## src/rtl/tone_meter_pkg.sv

```systemverilog
// Shared types and default constants for the tone period meter.
//   state_e          : measurement FSM state encoding
//   DEF_*            : default parameter values used by the meter and its sub-module
//   AVG_DEPTH        : number of accepted intervals averaged when averaging is built in
package tone_meter_pkg;

    typedef enum logic [1:0] {
        ST_IDLE   = 2'd0,
        ST_ARMED  = 2'd1,
        ST_LOCKED = 2'd2
    } state_e;

    localparam int DEF_CNT_W       = 32;
    localparam int DEF_SYNC_STAGES = 2;
    localparam int DEF_MIN_HALF    = 2;
    localparam int DEF_TIMEOUT     = 50_000_000;
    localparam int AVG_DEPTH       = 4;

endpackage

```

## src/rtl/tone_edge_sync.sv

```systemverilog
// Synchroniser and edge detector for the asynchronous tone input.
// Ports:
//   sys_clk   in   clock
//   sys_rst   in   synchronous, active-high reset
//   tone_in   in   asynchronous square-wave input
//   level     out  synchronised tone level
//   edge_stb  out  one-cycle strobe for every level change (either polarity)
// The strobe is registered so the meter consumes an edge SYNC_STAGES+1 cycles
// after the input is first sampled.
module tone_edge_sync
    import tone_meter_pkg::*;
#(
    parameter int SYNC_STAGES = DEF_SYNC_STAGES
) (
    input  logic sys_clk,
    input  logic sys_rst,
    input  logic tone_in,
    output logic level,
    output logic edge_stb
);

    logic [SYNC_STAGES-1:0] sync_q, sync_d;
    logic                   prev_q, prev_d;
    logic                   edge_q, edge_d;

    always_comb begin
        sync_d = {sync_q[SYNC_STAGES-2:0], tone_in};
        prev_d = sync_q[SYNC_STAGES-1];
        edge_d = sync_q[SYNC_STAGES-1] ^ prev_q;
    end

    always_ff @(posedge sys_clk) begin
        if (sys_rst) begin
            sync_q <= '0;
            prev_q <= 1'b0;
            edge_q <= 1'b0;
        end else begin
            sync_q <= sync_d;
            prev_q <= prev_d;
            edge_q <= edge_d;
        end
    end

    assign level    = sync_q[SYNC_STAGES-1];
    assign edge_stb = edge_q;

endmodule

```

## src/rtl/tone_period_meter.sv

```systemverilog
// Measures the half-period (sys_clk cycles between edges) of an incoming square
// wave, in the same units as the tone generator's cnt_max.
// Ports:
//   sys_clk       in   clock
//   sys_rst       in   synchronous, active-high reset
//   tone_in       in   asynchronous square-wave input
//   half_period   out  last published half-period
//   period_valid  out  one-cycle pulse when half_period is updated
//   tone_present  out  high while locked onto a tone
// Build option: TONE_METER_AVG_EN publishes the average of the last 4 accepted
// intervals instead of each interval.
//
// state  | meaning
// IDLE   | no reference edge seen (or tone lost)
// ARMED  | one reference edge seen, waiting for the first valid interval
// LOCKED | tone present, publishing intervals
module tone_period_meter
    import tone_meter_pkg::*;
#(
    parameter int CNT_W       = DEF_CNT_W,
    parameter int SYNC_STAGES = DEF_SYNC_STAGES,
    parameter int MIN_HALF    = DEF_MIN_HALF,
    parameter int TIMEOUT     = DEF_TIMEOUT
) (
    input  logic             sys_clk,
    input  logic             sys_rst,
    input  logic             tone_in,
    output logic [CNT_W-1:0] half_period,
    output logic             period_valid,
    output logic             tone_present
);

    localparam logic [CNT_W-1:0] TIMEOUT_C  = CNT_W'(TIMEOUT);
    localparam logic [CNT_W-1:0] MIN_HALF_C = CNT_W'(MIN_HALF);
    localparam logic [CNT_W-1:0] ONE_C      = CNT_W'(1);

    logic sync_level_unused;
    logic edge_stb;

    tone_edge_sync #(
        .SYNC_STAGES(SYNC_STAGES)
    ) u_sync (
        .sys_clk  (sys_clk),
        .sys_rst  (sys_rst),
        .tone_in  (tone_in),
        .level    (sync_level_unused),
        .edge_stb (edge_stb)
    );

    state_e           state_q, state_d;
    logic [CNT_W-1:0] cnt_q, cnt_d;
    logic [CNT_W-1:0] hp_q, hp_d;
    logic             pv_q, pv_d;
    logic             pres_q, pres_d;
    logic             accept;
    logic             drop;

`ifdef TONE_METER_AVG_EN
    logic [CNT_W-1:0] hist_q [AVG_DEPTH];
    logic [CNT_W-1:0] hist_d [AVG_DEPTH];
    // Number of intervals already held before the current one (saturates at 3).
    logic [1:0]       fill_q, fill_d;
    logic [CNT_W+1:0] avg_sum;
`endif

    always_comb begin
        state_d = state_q;
        hp_d    = hp_q;
        pv_d    = 1'b0;
        pres_d  = pres_q;
        accept  = 1'b0;
        drop    = 1'b0;
        cnt_d   = (cnt_q == TIMEOUT_C) ? cnt_q : cnt_q + ONE_C;

        // An edge always takes priority over the timeout check.
        if (edge_stb) begin
            cnt_d = ONE_C;
            case (state_q)
                ST_IDLE: state_d = ST_ARMED;
                ST_ARMED, ST_LOCKED: begin
                    if (cnt_q == TIMEOUT_C) begin
                        state_d = ST_ARMED;
                        drop    = 1'b1;
                    end else if (cnt_q >= MIN_HALF_C) begin
                        state_d = ST_LOCKED;
                        accept  = 1'b1;
                    end
                end
                default: state_d = ST_IDLE;
            endcase
        end else if ((state_q != ST_IDLE) && (cnt_q == TIMEOUT_C)) begin
            state_d = ST_IDLE;
            drop    = 1'b1;
        end

        if (drop) begin
            hp_d   = '0;
            pres_d = 1'b0;
        end
        if (accept) begin
            pres_d = 1'b1;
        end

`ifdef TONE_METER_AVG_EN
        hist_d  = hist_q;
        fill_d  = fill_q;
        avg_sum = '0;
        if (drop) begin
            for (int i = 0; i < AVG_DEPTH; i++) hist_d[i] = '0;
            fill_d = '0;
        end else if (accept) begin
            hist_d[0] = cnt_q;
            for (int i = 1; i < AVG_DEPTH; i++) hist_d[i] = hist_q[i-1];
            fill_d = (fill_q == 2'd3) ? fill_q : fill_q + 2'd1;
            for (int i = 0; i < AVG_DEPTH; i++) avg_sum = avg_sum + {2'b00, hist_d[i]};
            if (fill_q == 2'd3) begin
                hp_d = CNT_W'(avg_sum >> 2);
                pv_d = 1'b1;
            end
        end
`else
        if (accept) begin
            hp_d = cnt_q;
            pv_d = 1'b1;
        end
`endif
    end

    always_ff @(posedge sys_clk) begin
        if (sys_rst) begin
            state_q <= ST_IDLE;
            cnt_q   <= '0;
            hp_q    <= '0;
            pv_q    <= 1'b0;
            pres_q  <= 1'b0;
        end else begin
            state_q <= state_d;
            cnt_q   <= cnt_d;
            hp_q    <= hp_d;
            pv_q    <= pv_d;
            pres_q  <= pres_d;
        end
    end

`ifdef TONE_METER_AVG_EN
    always_ff @(posedge sys_clk) begin
        if (sys_rst) begin
            for (int i = 0; i < AVG_DEPTH; i++) hist_q[i] <= '0;
            fill_q <= '0;
        end else begin
            for (int i = 0; i < AVG_DEPTH; i++) hist_q[i] <= hist_d[i];
            fill_q <= fill_d;
        end
    end
`endif

    assign half_period  = hp_q;
    assign period_valid = pv_q;
    assign tone_present = pres_q;

endmodule

```

## config.mk

```make
export PLATFORM = sky130hd
export DESIGN_NAME = tone_period_meter
export DESIGN_NICKNAME = d
export VERILOG_FILES = /design/src/rtl/tone_meter_pkg.sv /design/src/rtl/tone_edge_sync.sv /design/src/rtl/tone_period_meter.sv
export SDC_FILE = /design/constraint.sdc
export NUM_CORES = 1
export LEC_CHECK = 0
export BUFFER_PORTS_ARGS = -buffer_cell sky130_fd_sc_hd__buf_2
export CORE_ASPECT_RATIO = 0.6
export CORE_MARGIN = 2
export CORE_UTILIZATION = 54
export CTS_CLUSTER_DIAMETER = 150
export CTS_CLUSTER_SIZE = 28
export DETAILED_ROUTE_END_ITERATION = 8
export PLACE_DENSITY = 0.76
export SETUP_SLACK_MARGIN = 0.2
export SKIP_LAST_GASP = 1
export SLEW_MARGIN = 5
export SYNTH_ARGS = -nofsm -noshare
export SYNTH_HDL_FRONTEND = slang
export SYNTH_SLANG_ARGS = --single-unit
export TNS_END_PERCENT = 5
```

## constraint.sdc

```tcl
create_clock -name sys_clk -period 2.5 [get_ports sys_clk]
set_input_delay 0.125 -clock sys_clk [delete_from_list [all_inputs] [get_ports sys_clk]]
set_output_delay 0.125 -clock sys_clk [all_outputs]
set_load 0.01 [all_outputs]
```

==> results by group <==
Run status
  – Outcome: completed

Clock tree
  – CTS Sinks: 72
  – Inserted Clock Buffers: 9
  – CTS Buffer Depth: 2
  – Clock Latency Late Sink: 0.35 ns
  – Clk root buf: clkbuf_8
  – TritonCTS clock tree: done
  – CTS HTree Levels: 3
  – Clk slew on worst S/H paths: 0.07 ns

Logic synthesis
  – Primary FF master, synth: dfxtp_1
  – Sequential area share after synthesis: 49.7%
  – Synth top area share: 49.7%
  – Async SR Flop Fraction: 0%
  – Post-synth EDFFs: 0
  – Leading area contributor after synthesis: dfxtp_1
  – Post-synth design cell area: 0.00290 mm2
  – Synthesized instance count: 297
  – Yosys warning count: 0
  – Net count after synthesis: 305
  – Area contributors post-synth: dfxtp_1 50%, a22o_1 9.4%, xnor2_1 6.3%
  – Unique masters post-synth: 38
  – Yosys reg bits: 72
  – Post-Syn Area per Cell: 9.77 um2

Place
  – PortBufs: 36
  – Placer Congestion: 0.856
  – Placed wire-length estimate: 4160 um

GRT
  – Vias in the first global route: 2,040
  – Total grt overflow: 0
  – Initial antenna violation count: 0
  – Total GRT Usage: 21.7%
  – First-pass GRT wire length: 9980 um
  – Largest net degree at the start of global routing: 33

Critical path
  – Max FO, Critical Path: 13
  – Critical Path Start Type: flip-flop
  – Critical Path End Type: flip-flop
  – Critical path data arrival time: 2.49 ns
  – Worst path required time: 2.80 ns
  – Critical path class: flip-flop to flip-flop

STA
  – Slew headroom: 60.7%
  – Worst Tran Pin Value: 0.589 ns
  – Final slew viol count: 0
  – Final hold slack: 0.115 ns
  – Setup TNS: 0 ns
  – Setup violators final: 0
  – Hold Vio Cnt, Final: 0
  – RSZ-0062 raised after global routing: yes
  – Fmax achieved: 455 MHz
  – Clock skew: 0.00723 ns
  – Shortest period the worst path allows: 2.20 ns
  – Final period util: 87.8%

Die
  – Die area: 0.00599 mm2
  – Die height: 60.8 um
  – Site Rows: 20
  – CORE AREA: 0.00513 mm2
  – Die width: 98.6 um
  – Initial Util: 56.6%
  – Ports: 37

Final layout
  – Sequential Area: 0.00144 mm2
  – Final net count: 341
  – Share of cells above drive strength 1: 20.4%
  – Fillers: 427
  – Leading cell types in the layout, fill and taps excluded: 72 x dfxtp_1, 36 x buf_2, 34 x nor2_1
  – Commonest non-fill, non-tap cell in the layout: dfxtp_1
  – Area Growth Syn to Fin: 15.5%
  – Area of the multi-input gates: 0.00132 mm2
  – # diodes: 0

Drt
  – Vias: 2,228
  – ANT nets after route: 0
  – DR DRC count: 0
  – Final WL: 6080 um
  – Vias/cell: 5.51
  – DR iter-0 viols: 213
  – Drt wl/cell: 15.0 um
  – Drt pass-1 iters: 4

Power and ir drop
  – Total power: 2.13 mW
  – PwrDens: 637 mW/mm2
  – Leakage: 1.32 nW
  – Maximum VDD drop: 0.000399 V

Worst hold path
  – Worst Hold Class: input port to flip-flop

Flow run
  – Maxcap violations: 0
[flip-flops by register name, summed over array words and instances, names as in the netlist]
name	flops
cnt_q	32
u_sync.prev_q	1
period_valid	1
half_period	32
state_q	2
tone_present	1
u_sync.sync_q	2
u_sync.edge_stb	1
[Yosys cell counts (2+ instances only)]
| cell | count |
|---|---|
| nor2_1 | 34 |
| inv_1 | 12 |
| or3_1 | 2 |
| a211oi_1 | 2 |
| o2bb2ai_1 | 2 |
| dfxtp_1 | 72 |
| nand2_1 | 12 |
| buf_2 | 2 |
| a22o_1 | 31 |
| nor2b_1 | 4 |
| and3_1 | 3 |
| nor3b_1 | 2 |
| buf_6 | 3 |
| nand4_1 | 9 |
| and2_1 | 2 |
| xnor2_1 | 21 |
| o21ai_0 | 3 |
| and4_1 | 4 |
| nor4_1 | 14 |
| clkbuf_1 | 14 |
| a21oi_1 | 4 |
| nand3_1 | 7 |
| xor2_1 | 8 |
| ha_1 | 5 |
| nor3_1 | 11 |
| a22o_2 | 2 |
[metrics by stage]
step | util [%] | instances | area, um2 | setup WS (ns)
2_1_floorplan | - | 297 | 2900 | 0.505
3_3_place_gp | 61.0 | 385 | 3130 | 0.380
3_5_place_dp | 61.0 | 385 | 3130 | 0.284
4_1_cts | 65.0 | 402 | 3330 | 0.283
5_1_grt | 65.3 | 404 | 3350 | 0.166
6_report | 65.3 | 404 | 3350 | 0.304
[final cells by class]
type | instances | area share [%]
Clock inverter | 7 | 2.16
Multi-Input combinational cell | 193 | 39.4
Timing Repair Buffer | 45 | 7.95
Clock buffer | 9 | 3.70
Inverter | 12 | 1.34
Sequential cell | 72 | 43.0
Tap cell | 66 | 2.46
[repair_timing]
action / 4_1_cts / 5_1_grt
endpoints found under the hold margin: 1 / 0
hold buffers: 1 / 0
setup endpoints to repair: 0 / 32
setup buffers: 0 / 2
gates resized for setup: 0 / 1
[critical path, stage by stage, from the launching register on]
cell and delay (ns):
dfxtp_1 0.40, inv_1 0.11, ha_1 0.22, nor4_1 0.16
nand4_1 0.21, o31a_1 0.36, a211oi_4 0.26, buf_4 0.25
a22o_2 0.17
[worst paths after layout]
check	cells past startpoint	slack, ns	startpoint	end
max	8	0.30	cnt_q[0]	half_period[0]
min reg2reg	1	0.45	u_sync.sync_q[0]	u_sync.sync_q[1]
max reg2reg	8	0.30	cnt_q[0]	half_period[0]
min	2	0.11	sys_rst	u_sync.edge_stb
[layer usage]
layer	track usage [%]	part of all wire, %	up-vias
met1	31.3	52	1026
met4	7.83	0.89	0
met5	0	0	-
li1	-	-	1122
met3	7.37	6.8	6
met2	30.2	40	74
[report_power, final]
part,switching [mW],internal (mW),total (mW)
clock network,0.431,0.459,0.891
registers,0.0105,1.15,1.16
logic,0.0487,0.0310,0.0796
total,0.491,1.64,2.13
[cell families (layout without fill, tap and decap cells)]
| logic type | Yosys count | count (layout) | synth area share, % |
|---|---|---|---|
| AND/OR/NAND/NOR | 111 | 111 | 20.4 |
| flip-flops | 72 | 72 | 49.7 |
| AO/OA/AOI/OAI | 47 | 47 | 13.6 |
| buffers and inverters | 32 | 73 | 5.00 |
| XOR/XNOR | 29 | 29 | 8.75 |
| adder cells (fa/ha/maj) | 5 | 5 | 2.16 |
| multiplexers | 1 | 1 | 0.345 |
Power figures use the tool's default switching activity.
